[config.mk]
export PLATFORM = sky130hd
export DESIGN_NAME = alu_share_arbiter
export DESIGN_NICKNAME = d
export VERILOG_FILES = /design/src/rtl/alu_share_arbiter.sv
export SDC_FILE = /design/constraint.sdc
export NUM_CORES = 1
export LEC_CHECK = 0
export ABC_AREA = 0
export BUFFER_PORTS_ARGS = -buffer_cell sky130_fd_sc_hd__clkbuf_2
export CAP_MARGIN = 20
export CORE_AREA = 2 2 116 118
export DETAILED_ROUTE_END_ITERATION = 8
export DIE_AREA = 0 0 118 120
export PLACE_DENSITY_LB_ADDON = 0.15
export RECOVER_POWER = 100
export SLEW_MARGIN = 20
export SYNTH_ARGS = -nofsm -noshare
export SYNTH_HDL_FRONTEND = slang
export SYNTH_SLANG_ARGS = --single-unit
export TNS_END_PERCENT = 30
[constraint.sdc]
create_clock -name clk -period 3.2 [get_ports clk]
set_input_delay 0.48 -clock clk [delete_from_list [all_inputs] [get_ports clk]]
set_output_delay 0.48 -clock clk [all_outputs]
set_load 0.02 [all_outputs]
[src/rtl/alu_share_arbiter.sv]
// alu_share_arbiter: two-requester sequencer sharing one combinational RV32I ALU (IDLE -> EXEC -> RESP).
// Build option: define ALU_ARB_RR_EN for round-robin tie-break; otherwise requester 0 has fixed priority.
module alu_share_arbiter #(
   parameter int unsigned WIDTH = 32
) (
   input  logic             clk,
   input  logic             rst,
   input  logic             req0_valid,
   output logic             req0_ready,
   input  logic [WIDTH-1:0] req0_a,
   input  logic [WIDTH-1:0] req0_b,
   input  logic [2:0]       req0_op,
   input  logic             req1_valid,
   output logic             req1_ready,
   input  logic [WIDTH-1:0] req1_a,
   input  logic [WIDTH-1:0] req1_b,
   input  logic [2:0]       req1_op,
   output logic             rsp0_valid,
   input  logic             rsp0_ready,
   output logic             rsp1_valid,
   input  logic             rsp1_ready,
   output logic [WIDTH-1:0] rsp_result,
   output logic [3:0]       rsp_flags,
   output logic [WIDTH-1:0] alu_a,
   output logic [WIDTH-1:0] alu_b,
   output logic [2:0]       alu_ctrl,
   input  logic [WIDTH-1:0] alu_result,
   input  logic             alu_zero,
   input  logic             alu_n,
   input  logic             alu_v,
   input  logic             alu_c,
   output logic             busy
);

   typedef enum logic [1:0] {
      IDLE = 2'd0,
      EXEC = 2'd1,
      RESP = 2'd2
   } state_t;

   state_t           state_q,      state_d;
   logic [WIDTH-1:0] alu_a_q,      alu_a_d;
   logic [WIDTH-1:0] alu_b_q,      alu_b_d;
   logic [2:0]       alu_ctrl_q,   alu_ctrl_d;
   logic [WIDTH-1:0] rsp_result_q, rsp_result_d;
   logic [3:0]       rsp_flags_q,  rsp_flags_d;
   logic             grant_id_q,   grant_id_d;
`ifdef ALU_ARB_RR_EN
   logic             last_grant_q, last_grant_d;
`endif

   logic gnt0;
   logic gnt1;
   logic rsp_done;

   // Grant is only offered in IDLE and never while reset is held.
   // NOTE: every signal written here gets a default first, so no path can infer a latch.
   always_comb begin
      gnt0 = 1'b0;
      gnt1 = 1'b0;
      if (state_q == IDLE && rst) begin
`ifdef ALU_ARB_RR_EN
         gnt0 = req0_valid && (!req1_valid ||  last_grant_q);
         gnt1 = req1_valid && (!req0_valid || !last_grant_q);
`else
         gnt0 = req0_valid;
         gnt1 = req1_valid && !req0_valid;
`endif
      end
   end

   assign rsp_done = grant_id_q ? rsp1_ready : rsp0_ready;

   always_comb begin
      state_d      = state_q;
      alu_a_d      = alu_a_q;
      alu_b_d      = alu_b_q;
      alu_ctrl_d   = alu_ctrl_q;
      rsp_result_d = rsp_result_q;
      rsp_flags_d  = rsp_flags_q;
      grant_id_d   = grant_id_q;
`ifdef ALU_ARB_RR_EN
      last_grant_d = last_grant_q;
`endif
      case (state_q)
         IDLE: begin
            if (gnt0 || gnt1) begin
               alu_a_d    = gnt1 ? req1_a  : req0_a;
               alu_b_d    = gnt1 ? req1_b  : req0_b;
               alu_ctrl_d = gnt1 ? req1_op : req0_op;
               grant_id_d = gnt1;
`ifdef ALU_ARB_RR_EN
               last_grant_d = gnt1;
`endif
               state_d    = EXEC;
            end
         end
         EXEC: begin
            // ALU inputs have been stable all cycle; flags are passed through untouched.
            rsp_result_d = alu_result;
            rsp_flags_d  = {alu_n, alu_zero, alu_c, alu_v};
            state_d      = RESP;
         end
         RESP: begin
            if (rsp_done) begin
               state_d = IDLE;
            end
         end
         default: state_d = IDLE;
      endcase
   end

   // NOTE: sequential state is updated with non-blocking assignments only, and every flop has a reset value.
   always_ff @(posedge clk or negedge rst) begin
      if (!rst) begin
         state_q      <= IDLE;
         alu_a_q      <= '0;
         alu_b_q      <= '0;
         alu_ctrl_q   <= 3'b000;
         rsp_result_q <= '0;
         rsp_flags_q  <= 4'b0000;
         grant_id_q   <= 1'b0;
`ifdef ALU_ARB_RR_EN
         last_grant_q <= 1'b1;
`endif
      end else begin
         state_q      <= state_d;
         alu_a_q      <= alu_a_d;
         alu_b_q      <= alu_b_d;
         alu_ctrl_q   <= alu_ctrl_d;
         rsp_result_q <= rsp_result_d;
         rsp_flags_q  <= rsp_flags_d;
         grant_id_q   <= grant_id_d;
`ifdef ALU_ARB_RR_EN
         last_grant_q <= last_grant_d;
`endif
      end
   end

   assign req0_ready = gnt0;
   assign req1_ready = gnt1;
   assign rsp0_valid = (state_q == RESP) && !grant_id_q;
   assign rsp1_valid = (state_q == RESP) &&  grant_id_q;
   assign rsp_result = rsp_result_q;
   assign rsp_flags  = rsp_flags_q;
   assign alu_a      = alu_a_q;
   assign alu_b      = alu_b_q;
   assign alu_ctrl   = alu_ctrl_q;
   assign busy       = (state_q != IDLE);

`ifndef SYNTHESIS
   a_ready_excl: assert property (@(posedge clk) disable iff (!rst) !(req0_ready && req1_ready));
   a_rsp_excl:   assert property (@(posedge clk) disable iff (!rst) !(rsp0_valid && rsp1_valid));
`endif

endmodule

; After elaboration in Yosys (flattened, before gate mapping)
; Cells that the tools add are included.
[totals]
reg_bits = 106
out_inout_bits = 108
elab_cells = 31
[op_classes]
n_eq_ne = 4
mux = 9
reduce_logical = 11
[op_table]
columns = op, n
row1 = 32-bit two-way mux, 2
row2 = 2-bit one-hot mux with 3 select lines, 1
row3 = 1-bit logical AND, 4
row4 = 2-bit two-way mux, 2
row5 = 2-bit AND reduction, 2
row6 = 1-bit two-way mux, 3
row7 = 3-bit two-way mux, 1
row8 = "2-bit by 1-bit equality test with 1-bit output, second input constant", 1
row9 = "2-bit equality test, second input constant", 1
row10 = 1-bit zero test, 2
row11 = 2-bit zero test, 1
row12 = "2-bit by 1-bit inequality test with 1-bit output, second input constant", 1
row13 = "2-bit inequality test, second input constant", 1
row14 = 2-bit nonzero test, 1
row15 = 1-bit logical OR, 1

; Longest topological paths before layout
[logic_depth]
depth_word = 6
depth_mapped = 6
depth_no_buf = 3

; Least setup slack after synthesis
; No wires, ideal clock.
[synth_timing]
path_kind = input -> output
start = input req0_valid
end = output req1_ready
t_arrival_ps = 1325
required_time_ps = 2720
path_slack_ps = 1395
stages = 5
n_path_buf = 3
path_cell_list = nand2b_1 clkbuf_2 buf_6 buf_6 nor2b_1
[synth_between]
elab_chain_len = 3
[synth_rtl]
columns = item, line_no
row1 = start: declaration, 8  ; input logic req0_valid,
row2 = 1-bit zero test, 67  ; gnt1 = req1_valid && !req0_valid;
row3 = 1-bit logical AND, 67
row4 = 1-bit two-way mux, 61  ; if (state_q == IDLE && rst) begin
row5 = end: declaration, 14  ; output logic req1_ready,
; No other way between the ends.

; Worst setup path in the final report
[layout_timing]
start = register state_q[0]
end = output req1_ready
[layout_between]
elab_chain_len = 3
[layout_rtl]
columns = item, line_no
row1 = start: declaration, 41  ; state_t state_q, state_d;
row2 = start signal: assignment, 127  ; state_q <= state_d;
row3 = 2-bit zero test, 61
row4 = 1-bit logical AND, 61
row5 = 1-bit two-way mux, 61
; No other way between the ends.

==> key figures <==
Run status
  • Status: finished with violations
  • Failing checks: capacitance limit, slew limit

Yosys
  • Cell area after synthesis: 4940 um^2
  • Synth Register Bits: 106
  • Synth area leader: dfrtp_1
  • Yosys cell types: 15
  • Synth Area per Inst: 15.8 um^2
  • Sequential fraction of the synthesis area: 0.537
  • Cells after Synth: 312
  • Synth area leaders: dfrtp_1, mux2_2, mux2_4, buf_6, buf_2
  • Top cell type's share of synthesized area: 0.537
  • Yosys warnings: 0
  • Net count after synthesis: 488

GRT
  • GRT Total Usage: 0.166
  • Antenna violations before repair: 0
  • Largest net degree at the start of global routing: 63
  • Vias in the first global route: 3702
  • First-pass GRT wire length: 18.4 mm
  • Total gr overflow: 0

Setup path
  • WP data required: 2.72 ns
  • Crit-path max FO: 4
  • Arrival time of the worst setup path: 1.69 ns
  • Critical path type: reg -> out
  • Startpoint types: register
  • Reg2Reg Setup Slack: 1.05 ns
  • Crit end category: output pin

CTS
  • Clk sinks: 106
  • Clock-pin slew on the worst setup and hold paths: 0.07 ns
  • CTS Buf Count: 9
  • Clock Path Buffers: 2
  • Post_cts resized: 0
  • Post-CTS setup buffer count: 0
  • CTS H-tree depth: 3
  • Root Buffer: clkbuf_16
  • Hold_buf cts: 0
  • CTS tree: built
  • Worst skew pair latency: 0.35 ns

Placement
  • GPL Wtd Cong: 0.750
  • Hpwl dp: 8.87 mm
  • Number of port buffers: 283

STA
  • Setup repair after global routing missed its margin: false
  • Final Cycle Share: 0.678
  • Tmin final: 2.17 ns
  • Hold Fails Final Rpt: 0
  • Tightest Pin Transition: 1.53 ns
  • Fin. max-slew vios: 63
  • Max-Slew Margin vs Limit: -0.0168
  • Endpoints failing setup: 0
  • Max Freq: 461 MHz
  • Skew final: 0.00614 ns
  • Setup Total Neg Slack: 0 ns

Floorplan
  • Starting density of the core: 0.381
  • FP Rows: 42
  • I/O pin cnt: 284
  • Total core area: 13000 um^2
  • Die Ht: 120 um
  • Die width: 118 um
  • Die footprint: 14200 um^2

Detailed routing
  • Via count: 3502
  • DR DRC count: 0
  • WL per Instance: 14.9 um
  • Drt first-iter violations: 109
  • Total routed wirelength: 11.5 mm
  • First-pass DRT Iterations: 4
  • Vias per cell: 4.53
  • Antenna Nets Post-Route: 0

Pwr
  • Peak supply drop: 0.000368 V
  • Pwr dens: 919 nW/um^2
  • LEAKAGE: 3.08 nW

Final layout
  • Fin nets: 768
  • Area grow syn2layout: 33.3%
  • Share of cells above drive strength 1: 0.588
  • Post-layout util: 0.508
  • Ant. Diodes: 0

Min path
  • Min-Delay Path Class: in -> async

Run
  • Max cap viols: 1
cell usage in the layout, fill, tap and decap left out:
| master | count |
|---|---|
| nor3b_1 | 1 |
| nor2_1 | 4 |
| clkbuf_2 | 176 |
| mux2_1 | 18 |
| clkbuf_16 | 9 |
| clkbuf_8 | 1 |
| nand2b_4 | 1 |
| and2_0 | 1 |
| dfrtp_1 | 106 |
| mux2_4 | 20 |
| o21ai_0 | 1 |
| inv_1 | 2 |
| clkinvlp_4 | 2 |
| nand2b_1 | 2 |
| mux2_2 | 133 |
| a21oi_1 | 1 |
| o21a_4 | 1 |
| nor2b_1 | 1 |
| buf_4 | 3 |
| clkinv_2 | 3 |
| buf_12 | 2 |
| clkbuf_1 | 109 |
report_power, final:
group / internal (W) / switching, W
registers: 0.00202 / 0.000349
clock network: 0.000545 / 0.000480
logic: 0.00105 / 0.00161
total: 0.00362 / 0.00244
routing by layer:
metal	global-route usage	part of all wire	vias to the layer above
met4	0.0768	0.021	0
met3	0.0356	0.066	16
li1	-	-	1673
met2	0.286	0.51	166
met5	0	0	-
met1	0.200	0.40	1647
critical path, cell delays in order (launching register included):
cell and delay (ns):
dfrtp_1 0.40, nor3b_1 0.42, nor2b_1 0.25, clkbuf_1 0.27
cell families (layout without fill, tap and decap cells):
group / after synthesis / count (layout) / synth area share
and+or+nand+nor: 10 / 10 / 0.0119
DFF: 106 / 106 / 0.537
buffers and inverters: 22 / 307 / 0.0294
muxes: 171 / 171 / 0.418
AOI/OAI and AO/OA: 3 / 3 / 0.00354
synth_stat cells:
library cell	instances
clkbuf_2	1
inv_1	2
nand2b_1	3
o21ai_0	1
nor2b_1	1
nor3b_2	1
buf_2	13
mux2_2	133
and2_1	1
a21oi_1	1
mux2_4	38
buf_6	6
o21a_1	1
dfrtp_1	106
nor2_1	4
metrics by stage:
stage / total power, W / cell area (um^2) / cells / setup WS, ns / hold WS (ns)
floorplan: 0.00433 / 4940 / 312 / 1.39 / 0.184
CTS: 0.00645 / 6800 / 773 / 1.11 / 0.238
global route: 0.00642 / 6590 / 773 / 0.579 / 0.332
finish: 0.00605 / 6590 / 773 / 1.03 / 0.252
global placement: 0.00534 / 6530 / 757 / 1.05 / 0.487
detailed placement: 0.00540 / 6530 / 757 / 0.978 / 0.492
path summary, 6_finish.rpt:
check                                                  end  depth (start not counted)                   start
worst max-delay path                            req1_ready                          3  state_q[0]$_DFFE_PN0P_
worst min-delay path                state_q[0]$_DFFE_PN0P_                          2                     rst
worst max register to register       alu_a[16]$_DFFE_PN0P_                          4  state_q[0]$_DFFE_PN0P_
worst min register to register        alu_a[2]$_DFFE_PN0P_                          1    alu_a[2]$_DFFE_PN0P_
max in group asynchronous       rsp_result[28]$_DFFE_PN0N_                          3                     rst
min in group clk                rsp_result[28]$_DFFE_PN0N_                          2          alu_result[28]
final cells by class:
cell class                      instances  area [um^2]
Inverter                                2         7.51
Clock buffer                           11          243
Sequential cell                       106         2650
Clock inverter                          5         30.0
Multi-Input combinational cell        184         2090
Timing Repair Buffer                  289         1350
Fill cell                            1232         6390
Tap cell                              176          220
state kept, by name, indices dropped and copies added (netlist names):
signal / flops
alu_a: 32
state_q: 2
grant_id_q: 1
alu_b: 32
alu_ctrl: 3
rsp_flags: 4
rsp_result: 32
(Power assumes the default switching activity.)
